[config.mk]
export PLATFORM = sky130hd
export DESIGN_NAME = pipeline_hazard_ctrl_flat
export DESIGN_NICKNAME = d
export VERILOG_FILES = /design/src/rtl/pipeline_hazard_ctrl_if.sv /design/src/rtl/pipeline_hazard_ctrl.sv /design/src/flat_wrapper.sv
export SDC_FILE = /design/constraint.sdc
export NUM_CORES = 1
export LEC_CHECK = 0
export CORE_ASPECT_RATIO = 1.1
export CORE_UTILIZATION = 47
export DETAILED_ROUTE_END_ITERATION = 8
export GPL_ROUTABILITY_DRIVEN = 0
export PLACE_DENSITY = 0.8
export SYNTH_ARGS = -nofsm -noshare
export SYNTH_HDL_FRONTEND = slang
export SYNTH_SLANG_ARGS = --single-unit
[constraint.sdc]
create_clock -name clk -period 2.8 [get_ports clk]
set_clock_uncertainty 0.2 [all_clocks]
set_input_delay 0.42 -clock clk [delete_from_list [all_inputs] [get_ports clk]]
set_output_delay 0.42 -clock clk [all_outputs]
set_load 0.01 [all_outputs]
[src/rtl/pipeline_hazard_ctrl_if.sv]
// pipeline_hazard_ctrl_if: pipeline-side hazard inputs and stall/flush controls with perf counters
interface pipeline_hazard_ctrl_if #(
  parameter int REG_W = 5,
  parameter int CNT_W = 16
);
  logic             id_valid;
  logic [REG_W-1:0] id_rs1;
  logic [REG_W-1:0] id_rs2;
  logic             id_uses_rs2;
  logic             ex_valid;
  logic             ex_is_load;
  logic [REG_W-1:0] ex_rd;
  logic             branch_cond;
  logic             ctr_clr;
  logic             hazard;
  logic             id_ex_bubble;
  logic             flush_if_id;
  logic             flush_id_ex;
  logic [CNT_W-1:0] stall_count;
  logic [CNT_W-1:0] flush_count;
  modport master (
    output id_valid, id_rs1, id_rs2, id_uses_rs2, ex_valid, ex_is_load, ex_rd, branch_cond, ctr_clr,
    input  hazard, id_ex_bubble, flush_if_id, flush_id_ex, stall_count, flush_count
  );
  modport slave (
    input  id_valid, id_rs1, id_rs2, id_uses_rs2, ex_valid, ex_is_load, ex_rd, branch_cond, ctr_clr,
    output hazard, id_ex_bubble, flush_if_id, flush_id_ex, stall_count, flush_count
  );
endinterface

[src/rtl/pipeline_hazard_ctrl.sv]
// pipeline_hazard_ctrl: load-use stall / taken-branch flush sequencer with saturating perf counters
module pipeline_hazard_ctrl #(
  parameter int STALL_CYCLES = 1,
  parameter int FLUSH_CYCLES = 1,
  parameter int CNT_W        = 16,
  parameter int REG_W        = 5
) (
  input logic                  clk,
  input logic                  reset,
  pipeline_hazard_ctrl_if.slave bus
);
  localparam logic [1:0] RUN   = 2'd0;
  localparam logic [1:0] STALL = 2'd1;
  localparam logic [1:0] FLUSH = 2'd2;
  localparam int MAXC = (STALL_CYCLES > FLUSH_CYCLES) ? STALL_CYCLES : FLUSH_CYCLES;
  localparam int CW   = $clog2(MAXC + 1);
  logic [1:0]       state_q, state_d;
  logic [CW-1:0]    cnt_q, cnt_d;
  logic [CNT_W-1:0] stall_q, stall_d, flush_q, flush_d;
  logic             load_use, in_run, br, lu_start, hold;
  always_comb begin
    load_use = bus.ex_valid & bus.ex_is_load & bus.id_valid & (bus.ex_rd != '0)
             & ((bus.ex_rd == bus.id_rs1) | (bus.id_uses_rs2 & (bus.ex_rd == bus.id_rs2)));
    in_run   = state_q == RUN;
    // a taken branch overrides whatever the FSM is doing, in every state
    br       = ~reset & bus.branch_cond;
    lu_start = ~reset & ~br & in_run & load_use;
    hold     = lu_start | (~reset & ~br & (state_q == STALL));
    state_d  = br ? ((FLUSH_CYCLES == 1) ? RUN : FLUSH)
             : lu_start ? ((STALL_CYCLES == 1) ? RUN : STALL)
             : (!in_run && cnt_q == CW'(1)) ? RUN : state_q;
    cnt_d    = br ? CW'(FLUSH_CYCLES - 1)
             : lu_start ? CW'(STALL_CYCLES - 1)
             : !in_run ? cnt_q - CW'(1) : cnt_q;
    stall_d  = bus.ctr_clr ? '0 : (hold && stall_q != '1) ? stall_q + CNT_W'(1) : stall_q;
    flush_d  = bus.ctr_clr ? '0 : (br && flush_q != '1) ? flush_q + CNT_W'(1) : flush_q;
  end
  always_ff @(posedge clk or posedge reset) begin
    if (reset) begin
      state_q <= RUN;
      cnt_q   <= '0;
      stall_q <= '0;
      flush_q <= '0;
    end else begin
      state_q <= state_d;
      cnt_q   <= cnt_d;
      stall_q <= stall_d;
      flush_q <= flush_d;
    end
  end
  assign bus.hazard       = hold;
  assign bus.id_ex_bubble = hold;
  assign bus.flush_id_ex  = br;
  assign bus.flush_if_id  = br | (~reset & (state_q == FLUSH));
  assign bus.stall_count  = stall_q;
  assign bus.flush_count  = flush_q;
endmodule

[src/flat_wrapper.sv]
// flat-port wrapper written by rule: the top's interface ports become plain ports
module pipeline_hazard_ctrl_flat 
#(
  parameter int STALL_CYCLES = 1,
  parameter int FLUSH_CYCLES = 1,
  parameter int CNT_W        = 16,
  parameter int REG_W        = 5
)
  (clk, reset, bus_id_valid, bus_id_rs1, bus_id_rs2, bus_id_uses_rs2, bus_ex_valid, bus_ex_is_load, bus_ex_rd, bus_branch_cond, bus_ctr_clr, bus_hazard, bus_id_ex_bubble, bus_flush_if_id, bus_flush_id_ex, bus_stall_count, bus_flush_count);
  pipeline_hazard_ctrl_if #(.REG_W(REG_W), .CNT_W(CNT_W)) bus_i ();
  input logic clk;
  input logic reset;
  input wire logic [$bits(bus_i.id_valid)-1:0] bus_id_valid;
  input wire logic [$bits(bus_i.id_rs1)-1:0] bus_id_rs1;
  input wire logic [$bits(bus_i.id_rs2)-1:0] bus_id_rs2;
  input wire logic [$bits(bus_i.id_uses_rs2)-1:0] bus_id_uses_rs2;
  input wire logic [$bits(bus_i.ex_valid)-1:0] bus_ex_valid;
  input wire logic [$bits(bus_i.ex_is_load)-1:0] bus_ex_is_load;
  input wire logic [$bits(bus_i.ex_rd)-1:0] bus_ex_rd;
  input wire logic [$bits(bus_i.branch_cond)-1:0] bus_branch_cond;
  input wire logic [$bits(bus_i.ctr_clr)-1:0] bus_ctr_clr;
  output wire logic [$bits(bus_i.hazard)-1:0] bus_hazard;
  output wire logic [$bits(bus_i.id_ex_bubble)-1:0] bus_id_ex_bubble;
  output wire logic [$bits(bus_i.flush_if_id)-1:0] bus_flush_if_id;
  output wire logic [$bits(bus_i.flush_id_ex)-1:0] bus_flush_id_ex;
  output wire logic [$bits(bus_i.stall_count)-1:0] bus_stall_count;
  output wire logic [$bits(bus_i.flush_count)-1:0] bus_flush_count;
  assign bus_i.id_valid = bus_id_valid;
  assign bus_i.id_rs1 = bus_id_rs1;
  assign bus_i.id_rs2 = bus_id_rs2;
  assign bus_i.id_uses_rs2 = bus_id_uses_rs2;
  assign bus_i.ex_valid = bus_ex_valid;
  assign bus_i.ex_is_load = bus_ex_is_load;
  assign bus_i.ex_rd = bus_ex_rd;
  assign bus_i.branch_cond = bus_branch_cond;
  assign bus_i.ctr_clr = bus_ctr_clr;
  assign bus_hazard = bus_i.hazard;
  assign bus_id_ex_bubble = bus_i.id_ex_bubble;
  assign bus_flush_if_id = bus_i.flush_if_id;
  assign bus_flush_id_ex = bus_i.flush_id_ex;
  assign bus_stall_count = bus_i.stall_count;
  assign bus_flush_count = bus_i.flush_count;
  pipeline_hazard_ctrl #(.STALL_CYCLES(STALL_CYCLES), .FLUSH_CYCLES(FLUSH_CYCLES), .CNT_W(CNT_W), .REG_W(REG_W)) u_core (.clk(clk), .reset(reset), .bus(bus_i));
endmodule
==> summary.txt, run 1 <==
Status
  – Outcome: finished clean

Synthesis
  – Cell type with the highest aggregate area in the netlist: dfrtp_1
  – Post-synth ARST share: 100.0%
  – Distinct cell type count of the synthesized netlist: 39
  – Dominant register cell in the synthesized netlist: dfrtp_1
  – Cells after Synth: 214
  – Synthesized area: 1931 sq um
  – Biggest area contributors in the synthesized netlist: dfrtp_1 41%, xor2_1 5.9%, a21oi_1 5.4%
  – Flip-flop and latch count after synthesis: 32
  – Count leader, synth: dfrtp_1
  – EDFF count, synth: 0
  – Post-synth top area share: 41.48%
  – Syn_area_per_cell: 9.022 sq um
  – Count of warnings emitted by yosys: 0
  – Net Count, Synth: 239
  – Most frequent cells after synthesis: 32 x dfrtp_1, 21 x a21oi_1, 18 x nor2_1
  – Sequential-to-total area share from yosys stat: 41.48%

Timing
  – Final period utilization: 95.28%
  – Max-slew violations: 0
  – Achievable Freq: 374.8 MHz
  – Unrepaired setup endpoints after global routing: no
  – Final period demand of the worst path: 2668 ps
  – Final setup violation count: 0
  – Worst max-slew margin expressed relative to the limit: 65.76%
  – Slew at the pin closest to its max-slew limit: 500.7 ps
  – Number of endpoints with negative hold slack in the final report: 0
  – Final-layout setup total negative slack: 0 ps

Floorplanning
  – Effective utilization at floorplan: 48.71%
  – Core Footprint: 3964 sq um
  – Die outline area: 4368 sq um
  – Number of rows in the core area: 24
  – Die Y-Extent: 69.22 um
  – Top-level I/O count: 59
  – Width of the die: 63.11 um

Clock tree
  – Number of clock buffers inserted by TritonCTS: 5
  – Sinks on the clock net: 32
  – Root buffer cell: clkbuf_8
  – Clock tree from TritonCTS: yes
  – Clock slew seen by the registers of the worst setup and hold paths: 60 ps
  – H-tree depth reported by CTS: 2
  – # hold bufs at CTS: 0
  – Deepest clock path buffer count: 2
  – Later-pin clock latency in the skew report: 290 ps

Detailed routing
  – Average vias per placed instance: 5.707
  – Remaining antenna violation count: 0
  – Sum of routed wire length over all layers: 4880 um
  – 1st-pass router iterations: 4
  – Via Count: 1929
  – Remaining DRCs: 0
  – Starting DRC count in detailed routing: 103
  – Routed WL per cell: 14.44 um

Layout
  – Area used by multi-input combinational logic: 1065 sq um
  – Fillers: 344
  – Total area of sequential cells: 800.8 sq um
  – Post-Route Utilization: 70.27%
  – Final nets: 310
  – Layout-stage area growth over the synthesis result: 44.26%
  – Count of antenna diodes in the layout: 0
  – Fraction of final layout cells with drive strength greater than 1: 10.14%

Worst setup path
  – Setup crit start: bus_ex_rd[3]
  – Critical path class: input port to primary output
  – Highest-delay cell along the critical path: or4_1
  – Maximum net fanout on the critical path: 3
  – Arr. time, crit path: 2050 ps
  – Number of buffer and inverter stages on the critical path: 2
  – Required time reported for the critical path endpoint: 2180 ps
  – Category of the worst setup path capture point: primary output
  – Delay of the slowest critical-path stage: 510 ps
  – R2R Path Start: u_core.bus.stall_count[0]$_DFFE_PP0P_
  – Cell-by-cell listing of the critical path: clkdlybuf4s50_1, or4_1, o211a_1, nor2b_1, dlygate4sd2_1
  – Launching element type of the critical path: input port
  – Gate family responsible for the most delay along the worst path: buffers and inverters

Worst hold path
  – HP Start: u_core.bus.flush_count[6]$_DFFE_PP0P_
  – Hold/Removal Path Class: register to register

Placement
  – IO buf count: 58
  – DPL Wire Length: 3449 um

Pwr
  – Power density over cell area: 379.8 nW/um^2
  – Worst voltage drop across the vdd grid: 0.0003612 V
  – Leakage power summed over all cells: 1.077 nW

Run
  – Number of max-cap violations: 0

Global route
  – GRT Residual Overflow: 0
  – Via count of the first global-routing pass: 1924
  – Maximum number of pins on one net before global-route repair: 33
  – Initial antenna violation count: 0
  – Global-route wire length before repair: 8687 um
  – All-layer global routing usage: 25.23%
[registers in the layout (all words and copies together), names as in the netlist]
name                    count
u_core.bus.stall_count     16
u_core.bus.flush_count     16
[stage by stage]
| step | setup WS [ps] | total power [mW] | std cells | area [sq um] | hold slack [ps] |
|---|---|---|---|---|---|
| 5_1_grt | 66.01 | 1.096 | 338 | 2785 | 418.5 |
| 3_5_place_dp | -108.2 | 0.5785 | 330 | 2655 | 357.7 |
| 4_1_cts | 122.3 | 1.066 | 338 | 2779 | 372.5 |
| 3_3_place_gp | -56.10 | 0.5779 | 330 | 2655 | 347.7 |
| 2_1_floorplan | 581.1 | 0.5160 | 214 | 1931 | 336.2 |
| 6_report | 132.2 | 1.058 | 338 | 2785 | 366.4 |
[layout make-up]
type                       count  share of cell area [%]
clock inverter                 1                   1.078
inverter                       4                  0.5391
multi-input combinational    166                   38.23
sequential                    32                   28.75
tap                           52                   2.336
timing repair buffer          76                   25.61
clock buffer                   7                   3.459
[worst paths after layout]
check	to	slack, ps	depth (start not counted)
hold / removal	u_core.bus.flush_count[6]$_DFFE_PP0P_	370	2
setup / recovery	bus_hazard	130	5
max in group asynchronous	u_core.bus.stall_count[4]$_DFFE_PP0P_	1620	4
min in group asynchronous	u_core.bus.stall_count[3]$_DFFE_PP0P_	480	4
hold reg to reg	u_core.bus.flush_count[6]$_DFFE_PP0P_	370	2
setup reg to reg	u_core.bus.stall_count[7]$_DFFE_PP0P_	560	8
[where the power goes]
group / internal (mW) / total [mW] / switching, mW
logic: 0.0564 / 0.104 / 0.0472
clock network: 0.314 / 0.488 / 0.174
registers: 0.464 / 0.467 / 0.00257
total: 0.834 / 1.06 / 0.223
[tightest hold or removal path: stages (launching register included)]
cell and delay, ps:
dfrtp_1 380, xnor2_1 80, nor2_1 70
[layer usage]
layer	share of wire [%]	GRT usage [%]
met1	43	30.41
met2	50	41.70
met3	4.2	5.921
met4	2.7	12.66
met5	0	0
[cells by family (layout without fill, tap and decap cells)]
group	Yosys count	in the layout	share of synthesized area (%)
AOI/OAI and AO/OA	45	45	14.39
xor gates and xnor gates	22	22	9.981
adders and majority gates	2	2	1.296
buffers and inverters	16	88	3.693
DFF	32	32	41.48
muxes	2	2	1.102
and+or+nand+nor	95	95	28.06
[cell usage in the layout (no fill, tap or decap), drive strengths merged, types with 3 or more instances in the layout]
cell           Yosys  layout
or3                5       5
clkdlybuf4s50      0      56
clkbuf             6       7
xor2              13      13
nor3               4       4
xnor2              9       9
nand3             12      12
or4               11      11
nor2              18      18
o31ai              9       9
o21ai              6       6
dfrtp             32      32
and3               4       4
and4               4       4
nor2b              3       3
buf                6      18
inv                4       4
nand2             11      11
a21oi             21      21
nand4             14      14
[what timing repair did]
action | in CTS | in global routing
gates resized for setup | 2 | 1
pin swaps | 1 | 0
setup buffers | 0 | 0
setup endpoints to repair | 2 | 2
No activity file was read; power rests on OpenSTA's default activity.
==> run 2, diff against run 1 <==
Settings changed: CORE_UTILIZATION 47 to 30, PLACE_DENSITY 0.8 to default, SLEW_MARGIN from default to 10.
==> summary.txt, run 2 (same netlist as run 1, synthesis figures left out) <==
Timing
  – Slew at the pin closest to its max-slew limit: 665.0 ps (+164.3 ps)
  – Worst max-slew margin expressed relative to the limit: 55.53% (-10 points)
  – Final period utilization: 96.80% (+1.5 points)
  – Max-slew violations: 0 (unchanged)
  – Final WS setup: 89.56 ps (-42.68 ps)
  – Final setup violation count: 0 (unchanged)
  – Number of endpoints with negative hold slack in the final report: 0 (unchanged)
  – Final period demand of the worst path: 2710 ps (+42.68 ps)
  – Unrepaired setup endpoints after global routing: no
  – Achievable Freq: 368.9 MHz (-1.6%)

Floorplanning
  – Effective utilization at floorplan: 31.17% (-18 points)
  – Core Footprint: 6193 sq um (+56%)
  – Top-level I/O count: 59 (unchanged)
  – Die outline area: 6760 sq um (+55%)
  – Width of the die: 78.49 um (+24%)
  – Die Y-Extent: 86.14 um (+24%)
  – Number of rows in the core area: 30 (+25%)

Detailed routing
  – Sum of routed wire length over all layers: 4988 um (+2.2%)
  – Routed WL per cell: 13.67 um (-5.3%)
  – Starting DRC count in detailed routing: 82 (-20%)
  – Average vias per placed instance: 5.293 (-7.3%)
  – 1st-pass router iterations: 4 (unchanged)
  – Via Count: 1932 (+0.16%)
  – Remaining DRCs: 0 (unchanged)
  – Remaining antenna violation count: 0 (unchanged)

Worst setup path
  – Delay of the slowest critical-path stage: 520 ps (about the same)
  – Critical path class: input port to primary output
  – Cell-by-cell listing of the critical path: clkdlybuf4s50_1, or4_1, o211a_1, nor2b_1, dlygate4sd2_1
  – FF-to-FF End: u_core.bus.flush_count[1]$_DFFE_PP0P_
  – Maximum net fanout on the critical path: 3 (unchanged)
  – Register-to-Register Path Depth: 6 (-2)
  – Arr. time, crit path: 2090 ps (+40 ps)
  – Number of buffer and inverter stages on the critical path: 2 (unchanged)
  – Gate family responsible for the most delay along the worst path: buffers and inverters
  – Launching element type of the critical path: input port
  – Highest-delay cell along the critical path: or4_1
  – Required time reported for the critical path endpoint: 2180 ps (about the same)
  – Flop-to-flop setup slack: 550 ps (about the same)
  – Category of the worst setup path capture point: primary output
  – R2R Path Start: u_core.bus.flush_count[3]$_DFFE_PP0P_

Pwr
  – Power density over cell area: 338.6 nW/um^2 (-11%)
  – Proportion of total power due to net switching: 23.74% (+2.6 points)
  – Leakage power summed over all cells: 1.059 nW (-1.7%)
  – Share of power burned in combinational logic: 10.9% (+1.1 points)
  – Relative contribution of sequential cells to total power: 49.7% (+5.6 points)
  – Worst voltage drop across the vdd grid: 0.0001645 V (-54%)
  – Clock power share: 39.4% (-6.7 points)
  – Switching power of the nets: 0.2228 mW (-0.26%)
  – Internal Power: 0.7159 mW (-14%)

Placement
  – Placement-stage cell area: 2683 sq um (+1.0%)
  – IO buf count: 58 (unchanged)
  – DPL Wire Length: 3656 um (+6.0%)
  – Worst slack after detailed placement: -116.4 ps (-8.238 ps)

Layout
  – Leading cell type in the layout, fill and taps excluded: clkdlybuf4s50_1
  – Count of antenna diodes in the layout: 0 (unchanged)
  – Top library cells by usage in the layout, fill and taps aside: 56 x clkdlybuf4s50_1, 32 x dfrtp_1, 21 x a21oi_1, 18 x nor2_1, 17 x buf_4
  – Final design area excluding fillers: 2773 sq um (-0.45%)
  – Final nets: 309 (-0.32%)
  – Layout-stage area growth over the synthesis result: 43.62%
  – Fraction of final layout cells with drive strength greater than 1: 9.474% (-0.67 points)

Clock tree
  – Clock tree from TritonCTS: yes
  – Clock slew seen by the registers of the worst setup and hold paths: 60 ps (about the same)
  – Sinks on the clock net: 32 (unchanged)
  – Later-pin clock latency in the skew report: 280 ps (about the same)
  – H-tree depth reported by CTS: 2 (unchanged)
  – Number of setup buffers added after CTS: 0 (unchanged)
  – # hold bufs at CTS: 0 (unchanged)
  – Number of clock buffers inserted by TritonCTS: 5 (unchanged)
  – Root buffer cell: clkbuf_8
  – Deepest clock path buffer count: 2 (unchanged)
  – Count of cells resized by post-cts repair: 2 (unchanged)

Global route
  – Maximum number of pins on one net before global-route repair: 33 (unchanged)
  – Global-route wire length before repair: 8493 um (-2.2%)
  – Via count of the first global-routing pass: 1753 (-8.9%)
  – GRT Residual Overflow: 0 (unchanged)
  – All-layer global routing usage: 15.90% (-9.3 points)
  – Initial antenna violation count: 0 (unchanged)

Worst hold path
  – HP Start: u_core.bus.flush_count[13]$_DFFE_PP0P_
  – Hold/Removal Path Class: register to register
  – Hold worst-path end: u_core.bus.flush_count[13]$_DFFE_PP0P_
  – Depth of the worst hold-timing path: 2 (unchanged)

Run
  – Number of max-cap violations: 0 (unchanged)

Status
  – Outcome: finished clean
run 2: power groups by stage:
stage / Combinational, mW / Sequential (mW) / Clock (mW)
floorplan: 0.0402 / 0.476 / 0
global placement: 0.104 / 0.475 / 0
detailed placement: 0.104 / 0.475 / 0
CTS: 0.105 / 0.466 / 0.387
global route: 0.113 / 0.466 / 0.411
finish: 0.103 / 0.466 / 0.370
run 2: tightest hold or removal path, stage by stage (launching register included):
cell and delay [ps]:
dfrtp_1 370, xor2_1 80, nor2_1 70
run 2: layout make-up:
type,count,area (sq um)
clock buffers,6,82.58
multi-input cells,166,1059
fillers,619,3421
inverters,4,15.01
clock inverters,2,10.01
flip-flops and latches,32,800.8
repair buffers,75,705.7
well taps,80,100.1
run 2: worst max-delay path by stage:
stage	end	slack, ps	depth (start not counted)	startpoint
after floorplan	bus_id_ex_bubble	580	6	bus_ex_rd[3]
after global placement	bus_hazard	-140	6	bus_ex_rd[3]
after detailed placement	bus_hazard	-120	6	bus_ex_rd[3]
after CTS	bus_hazard	80	5	bus_ex_rd[3]
after global routing	bus_id_ex_bubble	20	5	bus_ex_rd[3]
final	bus_hazard	90	5	bus_ex_rd[3]
run 2: layer usage:
layer  wire length, um  GRT usage, %  up-vias  share of wire [%]
li1                  -             -      942                  -
met1              2260         19.93      930                 45
met4                88         5.051        0                1.8
met5                 0             0        -                  0
met2              2413         27.19       50                 48
met3               226         3.404       10                4.5
run 2: metrics by stage:
step,TNS (ps),cells,util (%),hold slack [ps],total power [mW]
floorplan,0,214,-,336.2,0.5160
global placement,-279.6,357,43.31,357.5,0.5788
detailed placement,-232.1,357,43.31,353.5,0.5797
CTS,0,365,44.77,372.1,0.9576
global route,0,365,44.77,378.4,0.9902
finish,0,365,44.77,365.6,0.9387
==> run 3, diff against run 2 <==
Settings changed: PLACE_DENSITY from default to 0.66.
==> summary.txt, run 3 (same netlist as run 1, synthesis figures left out) <==
Placement
  – DPL Wire Length: 3702 um (+1.3%)
  – Worst slack after detailed placement: -276.6 ps (-160.1 ps)
  – Placement-stage cell area: 2668 sq um (-0.56%)
  – IO buf count: 58 (unchanged)

Timing
  – Final worst hold slack: 370.2 ps (+4.632 ps)
  – Achievable Freq: 367.2 MHz (-0.46%)
  – Final period utilization: 97.25% (+0.45 points)
  – Max-slew violations: 0 (unchanged)
  – Unrepaired setup endpoints after global routing: no
  – Final WS setup: 76.98 ps (-12.58 ps)
  – Final period demand of the worst path: 2723 ps (+12.58 ps)
  – Final setup violation count: 0 (unchanged)
  – Number of endpoints with negative hold slack in the final report: 0 (unchanged)
  – Slew at the pin closest to its max-slew limit: 521.7 ps (-143.2 ps)
  – Worst max-slew margin expressed relative to the limit: 64.32% (+8.8 points)

Detailed routing
  – Remaining DRCs: 0 (unchanged)
  – Remaining antenna violation count: 0 (unchanged)
  – Sum of routed wire length over all layers: 5287 um (+6.0%)
  – Routed WL per cell: 14.56 um (+6.6%)
  – Via Count: 1957 (+1.3%)
  – Starting DRC count in detailed routing: 136 (+66%)
  – 1st-pass router iterations: 4 (unchanged)
  – Average vias per placed instance: 5.391 (+1.9%)

Layout
  – Final nets: 307 (-0.65%)
  – Leading cell type in the layout, fill and taps excluded: clkdlybuf4s50_1
  – Fillers: 620 (+0.16%)
  – Top library cells by usage in the layout, fill and taps aside: 56 x clkdlybuf4s50_1, 32 x dfrtp_1, 21 x a21oi_1, 18 x nor2_1, 15 x buf_4
  – Fraction of final layout cells with drive strength greater than 1: 9.541% (+0.067 points)
  – Count of antenna diodes in the layout: 0 (unchanged)
  – Final design area excluding fillers: 2785 sq um (+0.45%)
  – Post-Route Utilization: 44.97% (+0.20 points)
  – Layout-stage area growth over the synthesis result: 44.26%

Worst setup path
  – Arr. time, crit path: 2100 ps (about the same)
  – Required time reported for the critical path endpoint: 2180 ps (about the same)
  – Cell-by-cell listing of the critical path: clkdlybuf4s50_1, or4_1, o211a_1, nor2b_2, dlygate4sd2_1
  – Maximum net fanout on the critical path: 3 (unchanged)
  – Highest-delay cell along the critical path: or4_1
  – Launching element type of the critical path: input port
  – Category of the worst setup path capture point: primary output
  – Critical path class: input port to primary output
  – Delay of the slowest critical-path stage: 510 ps (about the same)

Floorplanning
  – Width of the die: 78.49 um (unchanged)
  – Effective utilization at floorplan: 31.17% (unchanged)
  – Die Y-Extent: 86.14 um (unchanged)
  – Core Footprint: 6193 sq um (unchanged)
  – Number of rows in the core area: 30 (unchanged)
  – Die outline area: 6760 sq um (unchanged)
  – Top-level I/O count: 59 (unchanged)

Pwr
  – Leakage power summed over all cells: 1.053 nW (-0.56%)
  – Total power consumption of the routed design: 1.027 mW (+9.4%)
  – Power density over cell area: 368.6 nW/um^2 (+8.9%)
  – Worst voltage drop across the vdd grid: 0.0001956 V (+19%)

Global route
  – Initial antenna violation count: 0 (unchanged)
  – Maximum number of pins on one net before global-route repair: 33 (unchanged)
  – Global-route wire length before repair: 8825 um (+3.9%)
  – GRT Residual Overflow: 0 (unchanged)
  – All-layer global routing usage: 16.65% (+0.75 points)
  – Via count of the first global-routing pass: 1822 (+3.9%)

Clock tree
  – Deepest clock path buffer count: 2 (unchanged)
  – Clock tree from TritonCTS: yes
  – Count of cells resized by post-cts repair: 4 (+2)
  – Number of setup buffers added after CTS: 0 (unchanged)
  – Root buffer cell: clkbuf_8
  – Sinks on the clock net: 32 (unchanged)
  – Later-pin clock latency in the skew report: 290 ps (about the same)
  – Number of clock buffers inserted by TritonCTS: 5 (unchanged)
  – H-tree depth reported by CTS: 2 (unchanged)
  – Clock slew seen by the registers of the worst setup and hold paths: 80 ps (+20 ps)
  – # hold bufs at CTS: 0 (unchanged)

Worst hold path
  – Hold/Removal Path Class: register to register

Run
  – Number of max-cap violations: 0 (unchanged)

Status
  – Outcome: finished clean
## run 3: critical path, delay by kind of cell
kind | cells | cell delay (ps)
AO/OA/AOI/OAI | 1 | 240
AND/OR/NAND/NOR | 2 | 680
buffers and inverters | 2 | 760
## run 3: metrics by stage
stage | std cells | TNS (ps)
after CTS | 363 | 0
after global routing | 363 | 0
after detailed placement | 355 | -903.2
final | 363 | 0
after global placement | 355 | -416.8
after floorplan | 214 | 0
## run 3: path summary, 6_finish.rpt
check / slack [ps] / from / cells after the start / end
max: 80 / bus_ex_rd[3] / 5 / bus_hazard
min: 370 / u_core.bus.flush_count[8]$_DFFE_PP0P_ / 2 / u_core.bus.flush_count[8]$_DFFE_PP0P_
max reg2reg: 600 / u_core.bus.stall_count[9]$_DFFE_PP0P_ / 7 / u_core.bus.stall_count[12]$_DFFE_PP0P_
min reg2reg: 370 / u_core.bus.flush_count[8]$_DFFE_PP0P_ / 2 / u_core.bus.flush_count[8]$_DFFE_PP0P_
max in group asynchronous: 1610 / reset / 4 / u_core.bus.stall_count[14]$_DFFE_PP0P_
min in group asynchronous: 480 / reset / 4 / u_core.bus.flush_count[1]$_DFFE_PP0P_
## run 3: layout make-up
type / instances / area [sq um] / share of cell area, %
well taps: 80 / 100.1 / 3.594
clock inverters: 3 / 42.54 / 1.527
multi-input cells: 166 / 1067 / 38.32
inverters: 4 / 15.01 / 0.5391
repair buffers: 73 / 690.7 / 24.80
flip-flops and latches: 32 / 800.8 / 28.75
clock buffers: 5 / 68.82 / 2.471
## run 3: power by group
| part | switching (mW) | internal (mW) | total [mW] | leakage (nW) |
|---|---|---|---|---|
| combinational | 0.0487 | 0.0544 | 0.103 | 0.552 |
| sequential | 0.00280 | 0.464 | 0.466 | 0.446 |
| clock | 0.194 | 0.263 | 0.457 | 0.0541 |
## run 3: layer usage
layer,wire (um),share of wire [%],GRT usage (%),vias up
met5,0,0,0,-
met4,76,1.4,5.219,0
met3,239,4.5,3.191,9
met2,2627,50,27.83,67
met1,2343,44,21.65,939
li1,-,-,-,942
